## src/rtl/phy_rx_deser.sv

```systemverilog
// phy_rx_deser: receive deserializer for the PHY serial link.
// Hunts for IDLE_WORD to find word boundaries, locks after SYNC_COUNT consecutive
// aligned idles, then presents each non-idle 32-bit word on data_out/valid_out.
// Optional: define PHY_RX_WORDCNT_EN to add a saturating received-word counter.
module phy_rx_deser #(
  parameter int unsigned          DATA_W     = 32,
  parameter logic [DATA_W-1:0]    IDLE_WORD  = 32'hBCBCBCBC,
  parameter int unsigned          SYNC_COUNT = 4
) (
  input  logic              clk_32f,
  input  logic              reset,
  input  logic              data_serial,
  output logic [DATA_W-1:0] data_out,
  output logic              valid_out,
  output logic              active
`ifdef PHY_RX_WORDCNT_EN
  ,
  output logic [15:0]       word_count
`endif
);

  localparam int unsigned CntW  = (DATA_W > 1) ? $clog2(DATA_W) : 1;
  localparam int unsigned IdleW = $clog2(SYNC_COUNT + 1);

  typedef enum logic [1:0] {StSearch, StLocking, StActive} state_e;

  state_e            state_q, state_d;
  logic [CntW-1:0]   bit_cnt_q, bit_cnt_d;
  logic [IdleW-1:0]  idle_cnt_q, idle_cnt_d;
  logic [DATA_W-1:0] sr_q;
  logic [DATA_W-1:0] data_q, data_d;
  logic              valid_q, valid_d;
  logic [DATA_W-1:0] nxt;
  logic              is_idle;
  logic              boundary;
  logic [IdleW-1:0]  idle_cnt_inc;

`ifdef PHY_RX_WORDCNT_EN
  logic [15:0] wc_q, wc_d;
  assign word_count = wc_q;
`endif

  // Word including the bit being sampled this edge; all decisions look at this.
  assign nxt          = {sr_q[DATA_W-2:0], data_serial};
  assign is_idle      = (nxt == IDLE_WORD);
  assign boundary     = (bit_cnt_q == CntW'(DATA_W - 1));
  assign idle_cnt_inc = idle_cnt_q + IdleW'(1);

  assign data_out  = data_q;
  assign valid_out = valid_q;
  assign active    = (state_q == StActive);

  // State registers; shift register runs on every edge regardless of state.
  always_ff @(posedge clk_32f or posedge reset) begin
    if (reset) begin
      state_q    <= StSearch;
      bit_cnt_q  <= '0;
      idle_cnt_q <= '0;
      sr_q       <= '0;
      data_q     <= '0;
      valid_q    <= 1'b0;
`ifdef PHY_RX_WORDCNT_EN
      wc_q       <= '0;
`endif
    end else begin
      state_q    <= state_d;
      bit_cnt_q  <= bit_cnt_d;
      idle_cnt_q <= idle_cnt_d;
      sr_q       <= nxt;
      data_q     <= data_d;
      valid_q    <= valid_d;
`ifdef PHY_RX_WORDCNT_EN
      wc_q       <= wc_d;
`endif
    end
  end

  // Alignment FSM and output capture.
  always_comb begin
    state_d    = state_q;
    bit_cnt_d  = bit_cnt_q;
    idle_cnt_d = idle_cnt_q;
    data_d     = data_q;
    valid_d    = valid_q;
`ifdef PHY_RX_WORDCNT_EN
    wc_d       = wc_q;
`endif
    unique case (state_q)
      StSearch: begin
        if (is_idle) begin
          // The matched idle ends a word, so the next bit starts a new one.
          bit_cnt_d = '0;
          if (SYNC_COUNT == 1) begin
            state_d = StActive;
          end else begin
            idle_cnt_d = IdleW'(1);
            state_d    = StLocking;
          end
        end
      end
      StLocking: begin
        bit_cnt_d = boundary ? '0 : bit_cnt_q + CntW'(1);
        if (boundary) begin
          if (is_idle) begin
            idle_cnt_d = idle_cnt_inc;
            if (idle_cnt_inc == IdleW'(SYNC_COUNT)) begin
              state_d = StActive;
            end
          end else begin
            idle_cnt_d = '0;
            state_d    = StSearch;
          end
        end
      end
      StActive: begin
        bit_cnt_d = boundary ? '0 : bit_cnt_q + CntW'(1);
        if (boundary) begin
          if (is_idle) begin
            valid_d = 1'b0;
          end else begin
            data_d  = nxt;
            valid_d = 1'b1;
`ifdef PHY_RX_WORDCNT_EN
            if (wc_q != 16'hFFFF) begin
              wc_d = wc_q + 16'd1;
            end
`endif
          end
        end
      end
      default: begin
        state_d = StSearch;
      end
    endcase
  end

endmodule

```

## config.mk

```make
export PLATFORM = sky130hd
export DESIGN_NAME = phy_rx_deser
export DESIGN_NICKNAME = d
export VERILOG_FILES = /design/src/rtl/phy_rx_deser.sv
export SDC_FILE = /design/constraint.sdc
export NUM_CORES = 1
export LEC_CHECK = 0
export BUFFER_PORTS_ARGS = -buffer_cell sky130_fd_sc_hd__buf_2
export CAP_MARGIN = 20
export CORE_MARGIN = 2
export CORE_UTILIZATION = 45
export DETAILED_ROUTE_END_ITERATION = 10
export PLACE_DENSITY = 0.78
export SLEW_MARGIN = 20
export SYNTH_ARGS = -nofsm -noshare
export SYNTH_HDL_FRONTEND = slang
export SYNTH_SLANG_ARGS = --single-unit
```

## constraint.sdc

```tcl
create_clock -name clk_32f -period 2 [get_ports clk_32f]
set_clock_uncertainty 0.15 [all_clocks]
set_input_delay 0.1 -clock clk_32f [delete_from_list [all_inputs] [get_ports clk_32f]]
set_output_delay 0.1 -clock clk_32f [all_outputs]
set_load 0.01 [all_outputs]
```

==> flow_summary.json <==
{
  "ys_warn_count": 0,
  "yosysSeqAreaShare_pct": 66.5,
  "core_area_mm2": 0.00596,
  "drc": 0,
  "ir_worst_vdd_mv": 0.538,
  "viasPerCell": 5.23,
  "crit_type": "flip-flop to flip-flop",
  "layout.nets": 265,
  "p_leak_uw": 0.00188,
  "die_h_um": 82.7,
  "clock-sinks": 74,
  "swShare_pct": 21.8,
  "slowest_stage": "dfrtp_1",
  "ys_types": 39,
  "setup_viol": 27,
  "combPwrFrac_pct": 2.4,
  "min_period_ns": 2.07,
  "fp.dieArea_mm2": 0.00683,
  "max_freq_mhz": 484,
  "syn_to_final_growth_pct": 31.0,
  "grt.total_usage_pct": 18.4,
  "slew_headroom_pct": 68.3,
  "rrSetupSlack_ns": -0.07,
  "htreeDepth": 3,
  "rsz0062_at_grt": "yes",
  "seqCellArea_mm2": 0.00185,
  "fillers": 461,
  "final_area_mm2": 0.00365,
  "place_area_mm2": 0.00322,
  "powerDensity_mw_per_mm2": 773,
  "synth_area_mm2": 0.00279,
  "synth_flop_cell": "dfrtp_1",
  "end_kind": "flip-flop",
  "grt_max_degree": 55,
  "routedWlPerCell_um": 17.5,
  "cts.reportedPaths.clkPinSlew_ns": 0.08,
  "yosysTopAreaCell": "dfrtp_1",
  "maxCapViolCount": 0,
  "p_total_uw": 2820,
  "required_ns": 2.14,
  "slew_viol_final": 0,
  "synth_edf_count": 0,
  "reg2reg_to": "bit_cnt_q[3]",
  "post-route-period-util_pct": 103,
  "synth_fp_nets": 189,
  "clock_latency_ns": 0.35,
  "setup_slack_ns": -0.0655,
  "postSynthAreaPerCell_um2": 15.6,
  "tightestPinTransition_ns": 0.474,
  "overflow": 0,
  "synth_top_area_share_pct": 66.5,
  "drive_gt1_share_pct": 53.1,
  "path_buf_inv": 2,
  "p_clk_share_pct": 42.5,
  "cp.arrival_ns": 2.20,
  "dr.pass1.iters": 4,
  "first_iter_violations": 60,
  "start_kind": "flip-flop",
  "cts_tree": "done",
  "gp_congestion": 0.894,
  "hold_path_class": "input pin to async pin",
  "critPathMaxFanout": 4,
  "status": "finished with violations",
  "port_buffers": 36,
  "start_util_pct": 46.8,
  "violations": "setup timing",
  "cts-root-buf": "clkbuf_8",
  "antenna_found_initial": 0,
  "switchingPower_uw": 616,
  "cpMostUsedCell": "buf_4",
  "max_stage_delay_ns": 0.39,
  "routed_wl_um": 5850,
  "clockBufferDepth": 2,
  "post-place-ws_ns": -0.0805,
  "synthTopCellsByArea": "dfrtp_1, mux2_2, ha_1, and4bb_2, and4b_1",
  "hold_viol_final": 0,
  "hpwl_um": 3600,
  "reg2reg_from": "sr_q[16]",
  "die_x_um": 82.7,
  "vias": 1752,
  "crit_chain": "and4bb_2 > nand4_1 > buf_4 > o41ai_4 > buf_4 > nor4b_4 > a211o_2",
  "grt_pass1_vias": 1814,
  "power.internal_uw": 2210,
  "critPathTopFamily": "simple AND/OR/NAND/NOR gates",
  "grt_pass1_wl_um": 8960,
  "syn-instance-count": 179,
  "synth-seq-cells": 74,
  "rows": 28,
  "pwr-share-seq_pct": 55.1,
  "antenna_left": 0,
  "num_antenna_cells": 0,
  "async_flop_share_pct": 100,
  "multi_input_area_um2": 975,
  "reg2reg_depth": 7,
  "boundaryPins": 37,
  "cts_buffers": 9
}
## layer usage
| metal | GRT usage (%) | vias up | part of all wire, % |
|---|---|---|---|
| li1 | - | 807 | - |
| met5 | 0 | - | 0 |
| met2 | 28.5 | 45 | 50 |
| met4 | 8.36 | 0 | 1.9 |
| met3 | 6.20 | 8 | 4.0 |
| met1 | 23.4 | 892 | 45 |
## cell type report
cell class	count	share of cell area, %
flip-flops and latches	74	50.8
multi-input cells	96	26.7
repair buffers	69	13.7
clock buffers	13	4.36
well taps	75	2.57
clock inverters	3	1.27
inverters	5	0.617
## through the flow
stage	TNS (ns)	utilization, %	hold WS [ns]	cells
floorplan	-0.0745	-	-0.0186	179
global placement	-0.0527	54.0	-0.00570	305
detailed placement	-0.274	54.0	-0.00262	305
CTS	-1.92	59.5	0.179	332
global route	-4.67	61.3	0.201	335
finish	-0.530	61.3	0.165	335
## cell families after synthesis
kind of cell,after synthesis,synth area share (%)
adder cells (fa/ha/maj),7,3.14
AND/OR/NAND/NOR,35,9.21
XOR/XNOR,1,0.315
buffers and inverters,9,1.35
AO/OA/AOI/OAI,21,6.56
flip-flops,74,66.5
multiplexers,32,12.9
## worst max-delay path by stage
stage,from,end,cells after the start
6_report,sr_q[16],bit_cnt_q[3],7
5_1_grt,sr_q[5],data_out[17],6
4_1_cts,sr_q[7],bit_cnt_q[2],6
3_5_place_dp,sr_q[8],bit_cnt_q[2],5
3_3_place_gp,sr_q[15],bit_cnt_q[2],5
2_1_floorplan,sr_q[16],bit_cnt_q[2],5
## worst register-to-register path: stages, from the launching register on
cell      delay (ns)
dfrtp_1         0.39
and4bb_2        0.29
nand4_1         0.12
buf_4           0.18
o41ai_4         0.29
buf_4           0.20
nor4b_4         0.23
a211o_2         0.15
## cell usage in the layout (no fill, tap or decap), types with 2 or more instances in the layout
cell / synthesis / routed
dfrtp_1: 74 / 74
buf_2: 3 / 36
mux2_2: 32 / 31
buf_4: 0 / 25
clkbuf_8: 0 / 11
nor2_1: 5 / 4
inv_1: 5 / 4
ha_1: 7 / 4
and4bb_2: 3 / 3
and4b_1: 3 / 3
nand2_1: 5 / 3
o21ai_2: 1 / 3
nand4_1: 2 / 2
nand2_2: 0 / 2
clkinvlp_4: 0 / 2
nor3_1: 2 / 2
a21oi_1: 2 / 2
o21ai_0: 4 / 2
a22o_1: 2 / 2
a32o_1: 2 / 2
nor2b_1: 3 / 2
ha_2: 0 / 2
clkbuf_1: 1 / 2
clkbuf_16: 0 / 2
buf_6: 0 / 2
dlygate4sd3_1: 0 / 2
buf_12: 0 / 2
## synthesized netlist by cell type (all sizes together), types with 2 or more instances
| cell type | n |
|---|---|
| nand3 | 2 |
| ha | 7 |
| mux2 | 32 |
| and4bb | 3 |
| nor3 | 2 |
| a211o | 2 |
| a22o | 3 |
| nand2 | 5 |
| nor2 | 5 |
| nor2b | 3 |
| and3 | 2 |
| buf | 3 |
| a32o | 2 |
| a21oi | 2 |
| o21ai | 5 |
| and4b | 3 |
| inv | 5 |
| dfrtp | 74 |
| nand4 | 3 |
## power by group through the flow
stage                     combinational, uW  clock [uW]  sequential [uW]
after global placement                 60.9           0             1580
after floorplan                        31.5           0             1570
after detailed placement               62.4           0             1580
after global routing                   76.9        1290             1560
final                                  68.3        1200             1550
after CTS                              69.4        1210             1550
## what timing repair did
| item | in CTS | in global routing |
|---|---|---|
| endpoints found under the hold margin | 22 | 0 |
| setup buffers | 8 | 2 |
| hold buffers | 2 | 0 |
| pin swaps | 7 | 6 |
| resized for setup | 4 | 17 |
| endpoints found under the setup margin | 34 | 43 |
| gates cloned | 1 | 2 |
## registers in the layout (all words and copies together) (netlist names)
name	flops
sr_q	31
data_out	32
idle_cnt_q	3
state_q	2
valid_out	1
bit_cnt_q	5
(Power assumes the default switching activity.)
